<file path="config.mk">
export PLATFORM = sky130hd
export DESIGN_NAME = down_counter_flat
export DESIGN_NICKNAME = d
export VERILOG_FILES = /design/src/rtl/down_counter_if.sv /design/src/rtl/down_counter.sv /design/src/flat_wrapper.sv
export SDC_FILE = /design/constraint.sdc
export NUM_CORES = 1
export LEC_CHECK = 0
export CORE_AREA = 2 2 39 41
export CTS_BUF_LIST = sky130_fd_sc_hd__clkbuf_8 sky130_fd_sc_hd__clkbuf_16
export CTS_CLUSTER_DIAMETER = 30
export DETAILED_ROUTE_END_ITERATION = 10
export DIE_AREA = 0 0 41 43
export PLACE_DENSITY = 0.82
export SETUP_SLACK_MARGIN = 0.05
export SKIP_LAST_GASP = 1
export SLEW_MARGIN = 20
export SYNTH_ARGS = -nofsm -noshare
export SYNTH_HDL_FRONTEND = slang
export SYNTH_SLANG_ARGS = --single-unit
</file>
<file path="constraint.sdc">
create_clock -name clk -period 2.3 [get_ports clk]
set_input_delay 0.46 -clock clk [delete_from_list [all_inputs] [get_ports clk]]
set_output_delay 0.46 -clock clk [all_outputs]
set_load 0.02 [all_outputs]
</file>
<file path="src/rtl/down_counter_if.sv">
// Command/status bundle of the loadable down counter.
// The controller drives the requests through the master modport and the counter owns the status outputs.
interface down_counter_if #(
  parameter int WIDTH = 4
);
  logic             load;
  logic [WIDTH-1:0] load_val;
  logic             start;
  logic             pause;
  logic             stop;
  logic [WIDTH-1:0] count;
  logic             busy;
  logic             done;
  logic             zero;

  modport master (
    output load, load_val, start, pause, stop,
    input  count, busy, done, zero
  );

  modport slave (
    input  load, load_val, start, pause, stop,
    output count, busy, done, zero
  );
endinterface

</file>
<file path="src/rtl/down_counter.sv">
// Loadable, pausable down counter / interval timer with a registered terminal-count pulse.
// Define DOWN_COUNTER_RELOAD_EN for auto-reload (periodic done); default build is one-shot.
module down_counter #(
  parameter int WIDTH = 4
) (
  input  logic          clk,
  input  logic          rst,
  down_counter_if.slave bus
);

  localparam logic [1:0] S_IDLE = 2'd0;
  localparam logic [1:0] S_RUN  = 2'd1;
  localparam logic [1:0] S_HOLD = 2'd2;

  localparam logic [WIDTH-1:0] C_ZERO = '0;
  localparam logic [WIDTH-1:0] C_ONE  = WIDTH'(1);

  logic [1:0]       r_state;
  logic [1:0]       w_state_nxt;
  logic [WIDTH-1:0] r_count;
  logic [WIDTH-1:0] w_count_nxt;
  logic [WIDTH-1:0] r_reload;
  logic [WIDTH-1:0] w_reload_nxt;
  logic             r_done;
  logic             w_done_nxt;
  logic [WIDTH-1:0] w_term_val;
  logic [1:0]       w_term_state;

`ifdef DOWN_COUNTER_RELOAD_EN
  assign w_term_val   = r_reload;
  assign w_term_state = S_RUN;
`else
  assign w_term_val   = C_ZERO;
  assign w_term_state = S_IDLE;
`endif

  always_comb begin
    w_state_nxt  = r_state;
    w_count_nxt  = r_count;
    w_reload_nxt = r_reload;
    w_done_nxt   = 1'b0;
    case (r_state)
      S_IDLE: begin
        // load wins over start; starting from zero would never terminate
        if (bus.load) begin
          w_count_nxt  = bus.load_val;
          w_reload_nxt = bus.load_val;
        end else if (bus.start && (r_count != C_ZERO)) begin
          w_state_nxt = S_RUN;
        end
      end
      S_RUN: begin
        if (bus.stop) begin
          w_state_nxt = S_IDLE;
        end else if (bus.pause) begin
          w_state_nxt = S_HOLD;
        end else if (r_count == C_ONE) begin
          w_done_nxt  = 1'b1;
          w_count_nxt = w_term_val;
          w_state_nxt = w_term_state;
        end else if (r_count != C_ZERO) begin
          w_count_nxt = r_count - C_ONE;
        end else begin
          w_state_nxt = S_IDLE;
        end
      end
      S_HOLD: begin
        if (bus.stop) begin
          w_state_nxt = S_IDLE;
        end else if (!bus.pause) begin
          w_state_nxt = S_RUN;
        end
      end
      default: begin
        w_state_nxt = S_IDLE;
      end
    endcase
  end

  always_ff @(posedge clk or negedge rst) begin
    if (!rst) begin
      r_state  <= S_IDLE;
      r_count  <= C_ZERO;
      r_reload <= C_ZERO;
      r_done   <= 1'b0;
    end else begin
      r_state  <= w_state_nxt;
      r_count  <= w_count_nxt;
      r_reload <= w_reload_nxt;
      r_done   <= w_done_nxt;
    end
  end

  assign bus.count = r_count;
  assign bus.busy  = (r_state == S_RUN) || (r_state == S_HOLD);
  assign bus.done  = r_done;
  assign bus.zero  = (r_count == C_ZERO);

  // count only ever descends from the last loaded value, and an active timer is never at zero
  a_count_le_reload: assert property (@(posedge clk) disable iff (!rst) r_count <= r_reload);
  a_busy_nonzero:    assert property (@(posedge clk) disable iff (!rst) bus.busy |-> !bus.zero);
  a_state_legal:     assert property (@(posedge clk) disable iff (!rst) r_state != 2'd3);

endmodule

</file>
<file path="src/flat_wrapper.sv">
// flat-port wrapper written by rule: the top's interface ports become plain ports
module down_counter_flat 
#(
  parameter int WIDTH = 4
)
  (clk, rst, bus_load, bus_load_val, bus_start, bus_pause, bus_stop, bus_count, bus_busy, bus_done, bus_zero);
  down_counter_if #(.WIDTH(WIDTH)) bus_i ();
  input  logic clk;
  input  logic rst;
  input wire logic [$bits(bus_i.load)-1:0] bus_load;
  input wire logic [$bits(bus_i.load_val)-1:0] bus_load_val;
  input wire logic [$bits(bus_i.start)-1:0] bus_start;
  input wire logic [$bits(bus_i.pause)-1:0] bus_pause;
  input wire logic [$bits(bus_i.stop)-1:0] bus_stop;
  output wire logic [$bits(bus_i.count)-1:0] bus_count;
  output wire logic [$bits(bus_i.busy)-1:0] bus_busy;
  output wire logic [$bits(bus_i.done)-1:0] bus_done;
  output wire logic [$bits(bus_i.zero)-1:0] bus_zero;
  assign bus_i.load = bus_load;
  assign bus_i.load_val = bus_load_val;
  assign bus_i.start = bus_start;
  assign bus_i.pause = bus_pause;
  assign bus_i.stop = bus_stop;
  assign bus_count = bus_i.count;
  assign bus_busy = bus_i.busy;
  assign bus_done = bus_i.done;
  assign bus_zero = bus_i.zero;
  down_counter #(.WIDTH(WIDTH)) u_core (.clk(clk), .rst(rst), .bus(bus_i));
endmodule
</file>
**Yosys cells after proc, flatten, opt, wreduce, memory -nomap -nowiden**

Index checks and enable logic that the tools add are counted.

- Register bits after elaboration: 7
- Output and inout port bits: 7
- Logic and storage cells: 42

- $add $sub $neg: 1
- Equality and inequality tests: 11
- Mux-type cells: 19
- Reduce and logical (&&, ||, !) cells: 8

Operators with widths:

| cell | count |
|---|---|
| 4-bit two-way mux | 5 |
| 2-bit two-way mux | 8 |
| 2-bit != test, second input constant | 4 |
| 4-bit one-hot mux with 2 select lines | 1 |
| 2-bit one-hot mux with 3 select lines | 1 |
| 5-bit != test, second input constant | 1 |
| 5-bit AND reduction | 1 |
| 4-bit by 1-bit == test with 1-bit output, second input constant | 1 |
| 4-bit logical NOT | 1 |
| 1-bit two-way mux | 4 |
| 4-bit AND reduction | 1 |
| 4-bit nonzero test | 1 |
| 4-bit by 1-bit subtractor with 4-bit output, second input constant | 1 |
| 3-bit by 1-bit != test with 1-bit output, second input constant | 1 |
| 3-bit != test, second input constant | 1 |
| 2-bit by 1-bit == test with 1-bit output, second input constant | 1 |
| 2-bit == test, second input constant | 1 |
| 2-bit logical NOT | 1 |
| 2-bit by 1-bit != test with 1-bit output, second input constant | 1 |
| 2-bit nonzero test | 1 |
| 1-bit logical AND | 1 |
| 1-bit logical OR | 1 |

**Logic depth before layout (Yosys ltp)**

Gate-level depths: netlist of the first run.

- Depth in word-level cells: 6
- Depth in mapped cells: 7

**Worst setup path before layout of the first run**

No wires, ideal clock.

- Path type: register to register
- Start: reg u_core.r_count[0] (netlist: u_core.bus.count[0])
- End: reg u_core.r_state[0]
- Library setup time: 0.124 ns
- Arrival time: 1.693 ns
- Required time: 2.176 ns
- Path slack: 0.483 ns
- Stages on the path, launching flop included: 7
- Buffers on the path: 0
- Clock period less this slack: 1.817 ns
- Cells stage by stage: dfrtp_1 > inv_1 > ha_1 > nor3b_2 > o31a_1 > a221o_1 > mux2i_1

- Cells in the longest elaborated chain, start to end: 5
- Elaborated cells between the ends (all ways): 10
- Classes of those cells: eq/ne: 3; mux: 4; reduce/logical: 3

RTL lines:

| what | line | source |
|---|---|---|
| start: declaration | down_counter.sv:20 | `logic [WIDTH-1:0] r_count;` |
| start signal: assignment | down_counter.sv:88 | `r_count <= w_count_nxt;` |
| 4-bit by 1-bit == test with 1-bit output | down_counter.sv:57 | `end else if (r_count == C_ONE) begin` |
| 2-bit two-way mux | down_counter.sv:57 |  |
| 2-bit two-way mux | down_counter.sv:55 | `end else if (bus.pause) begin` |
| 2-bit two-way mux | down_counter.sv:53 | `if (bus.stop) begin` |
| 2-bit one-hot mux with 3 select lines | down_counter.sv:42 | `case (r_state)` |
| end signal: assignment | down_counter.sv:87 | `r_state <= w_state_nxt;` |
| end: declaration | down_counter.sv:18 | `logic [1:0] r_state;` |

Several ways; a longest one is shown, not always the timed one.
A chain may end at the register's enable or synchronous reset.

**Worst setup path in the final report of the first run**

- Start: reg u_core.r_state[0]
- End: out bus_busy

- Cells in the longest elaborated chain, start to end: 2
- Elaborated cells between the ends (all ways): 3
- Classes of those cells: eq/ne: 2; reduce/logical: 1

RTL lines:

| what | line | source |
|---|---|---|
| 2-bit by 1-bit == test with 1-bit output or 2-bit == test (tied branches) | down_counter.sv:95 | `assign bus.busy = (r_state == S_RUN) \|\| (r_state == S_HOLD);` |
| 1-bit logical OR (*) | down_counter.sv:95 |  |
| end: declaration | flat_wrapper.sv:16 | `output wire logic [$bits(bus_i.busy)-1:0] bus_busy;` |

Mark *: on every way between the ends. The rest lies on a longest branch, timed or not.

==> reports/metrics.cfg, run 1 <==
[power_and_ir_drop]
ir_worst_vdd_uv = 621
power_frac_seq_pct = 20.3
clkPwrFrac_pct = 14.0
leakage_nw = 0.371
p_sw_mw = 0.491
p_per_area_mw_per_mm2 = 1450
pwr-share-comb_pct = 65.6
p_sw_share_pct = 42.9
p_int_mw = 0.655

[setup_path]
reg2reg_slack_ns = 0.43
arrival_ns = 1.56
crit_fanout = 3
cp-end-kind = output pin
path_class = reg2out
worstPathRequired_ns = 1.84
crit_path_start_kind = flop
r2r_end = u_core.r_state[1]
r2r_cells = 7
r2r_start = u_core.bus.count[0]

[global_routing]
grtUsageTotal_pct = 16.1
first_global_vias = 503
grt_max_degree = 12
grt-ovfl-total = 0
antenna_found_initial = 0
grt_pass1_wl_microns = 1910

[detailed_routing]
top_layer = met4
m1WireLength_microns = 537
drt_wl_total_microns = 1210
drtPass1Iterations = 4
vias_per_cell = 5.32
routedWlPerCell_microns = 12.7
wl_met3_microns = 48
drt-initial-drc-count = 3
ant_nets = 0
dr_wl_met2_microns = 614
via_count = 505
drc_errors = 0

[logic_synthesis]
syn_inst = 58
synth.most_common_cell = inv_1
ys_async_sr_fraction_pct = 100
synth_area_leaders = dfrtp_1 (32%), ha_1 (14%), mux2i_1 (9.0%)
syn_area_per_cell_sq_um = 9.56
synth-edff-count = 0
synth_top_flop_cell = dfrtp_1
ys_top_cells_by_count = inv_1 (9), dfrtp_1 (7), ha_1 (6), mux2i_1 (5), nor2b_1 (4)
synth.distinct_cells = 27
syn_nets = 74
yosys_warnings = 0
synth_area_sq_um = 554
ys_ff_latch = 7
ys_seq_area_share_pct = 31.6
yosys.area.top_type = dfrtp_1
yosys.area.top_type_share_pct = 31.6

[status]
status = finished clean

[sta]
relSlewSlack_pct = 69.9
skew_ns = 0.000696
tightest_slew_ns = 0.452
fmax_ghz = 0.495
rsz0062_at_grt = no
finalSetupTns_ns = 0
hold_viol = 0
finalCritPeriodShare_pct = 87.9
drv_slew = 0
min_period_ns = 2.02
setup_viol = 0
whs_ns = 0.492

[clock_network]
cts_buffer_depth = 2
clk_pin_slew_ns = 0.04
cts_hold_buf = 0
clock-sinks = 7
htree_levels = 1
cts_root_buf = clkbuf_8
numCtsBuffers = 3
clk_latency_ns = 0.22
cts_setup_buffers = 0
ctsResizeCount = 1
cts_tree = done

[place]
placement.io_buffers = 16
place_inst = 91
hpwl_microns = 984
gp_congestion = 0.727

[final_layout]
fin_nets = 96
area_growth_syn_to_layout_pct = 42.4
layout-drive-gt1-share_pct = 11.4
instances_no_fill = 95
num_antenna_cells = 0
fillCellCount = 128

[hold_path]
hp-class = in2async

[die]
boundaryPins = 17
initial_core_util_pct = 40.1
die_x_microns = 41
core.rowCount = 14
coreArea_sq_mm = 0.00138
die_area_sq_mm = 0.00176
die_y_microns = 43

[flow_run]
max-cap-violations = 0

[registers in the layout, indices dropped and copies added (netlist names)]
register          count
u_core.bus.count      4
u_core.r_state        2
u_core.bus.done       1
[area by class of cell]
type	instances	area, sq um	area share (%)
Multi-Input combinational cell	41	342	43.3
Sequential cell	7	175	22.2
Timing Repair Buffer	18	174	22.0
Clock buffer	3	41.3	5.23
Inverter	9	33.8	4.28
Tap cell	16	20.0	2.54
Clock inverter	1	3.75	0.475
[power by group through the flow]
stage	Sequential (mW)	Combinational, mW	Clock (mW)
global placement	0.228	0.730	0
global route	0.239	0.825	0.171
CTS	0.233	0.752	0.168
detailed placement	0.234	0.751	0
finish	0.233	0.752	0.161
floorplan	0.264	0.474	0
[cells in the final DEF (no fill, tap or decap), types with 2 or more instances in the layout]
cell / Yosys / routed
clkdlybuf4s50_1: 0 / 15
inv_1: 9 / 10
dfrtp_1: 7 / 7
ha_1: 6 / 6
mux2i_1: 5 / 5
nor2b_1: 4 / 4
nor2_1: 3 / 3
clkbuf_8: 0 / 3
nor3b_2: 2 / 2
o22ai_1: 2 / 2
o21ai_0: 2 / 2
buf_4: 0 / 2
[through the flow]
stage | instance area [sq um] | util [%] | power (mW) | setup WS [ns]
floorplan | 554 | - | 0.738 | 0.483
global placement | 746 | 53.9 | 0.959 | 0.285
detailed placement | 746 | 53.9 | 0.985 | 0.278
CTS | 790 | 57.1 | 1.15 | 0.270
global route | 790 | 57.1 | 1.23 | 0.228
finish | 790 | 57.1 | 1.15 | 0.279
[worst max-delay path, cell delays in order (launching register included)]
cell and delay, ns:
dfrtp_1 0.37, inv_1 0.09, ha_1 0.28, clkdlybuf4s50_1 0.60
[worst max path at each step]
| stage | start | endpoint |
|---|---|---|
| floorplan | u_core.bus.count[0] | u_core.r_state[0] |
| global placement | bus_stop | u_core.bus.count[1] |
| detailed placement | bus_stop | u_core.bus.count[1] |
| CTS | u_core.r_state[0] | bus_busy |
| global route | u_core.r_state[1] | bus_busy |
| finish | u_core.r_state[0] | bus_busy |
[kinds of logic after synthesis]
group / Yosys count / synth area share [%]
adder cells (fa/ha/maj): 6 / 13.5
AND/OR/NAND/NOR: 15 / 18.1
flip-flops: 7 / 31.6
AO/OA/AOI/OAI: 15 / 21.0
multiplexers: 5 / 9.03
buffers and inverters: 10 / 6.77
[routing by layer]
| metal | GRT usage (%) | up-vias |
|---|---|---|
| li1 | - | 252 |
| met1 | 17.2 | 239 |
| met2 | 27.5 | 12 |
| met3 | 2.62 | 2 |
| met4 | 9.33 | 0 |
| met5 | 0 | - |
Note: power is estimated with default switching activity, not from simulation.
==> run 2, diff against run 1 <==
HOLD_SLACK_MARGIN = 0.12   (was default)
==> results of run 2 <==
Same layout as run 1: the final DEF is identical, and so are final timing and power.
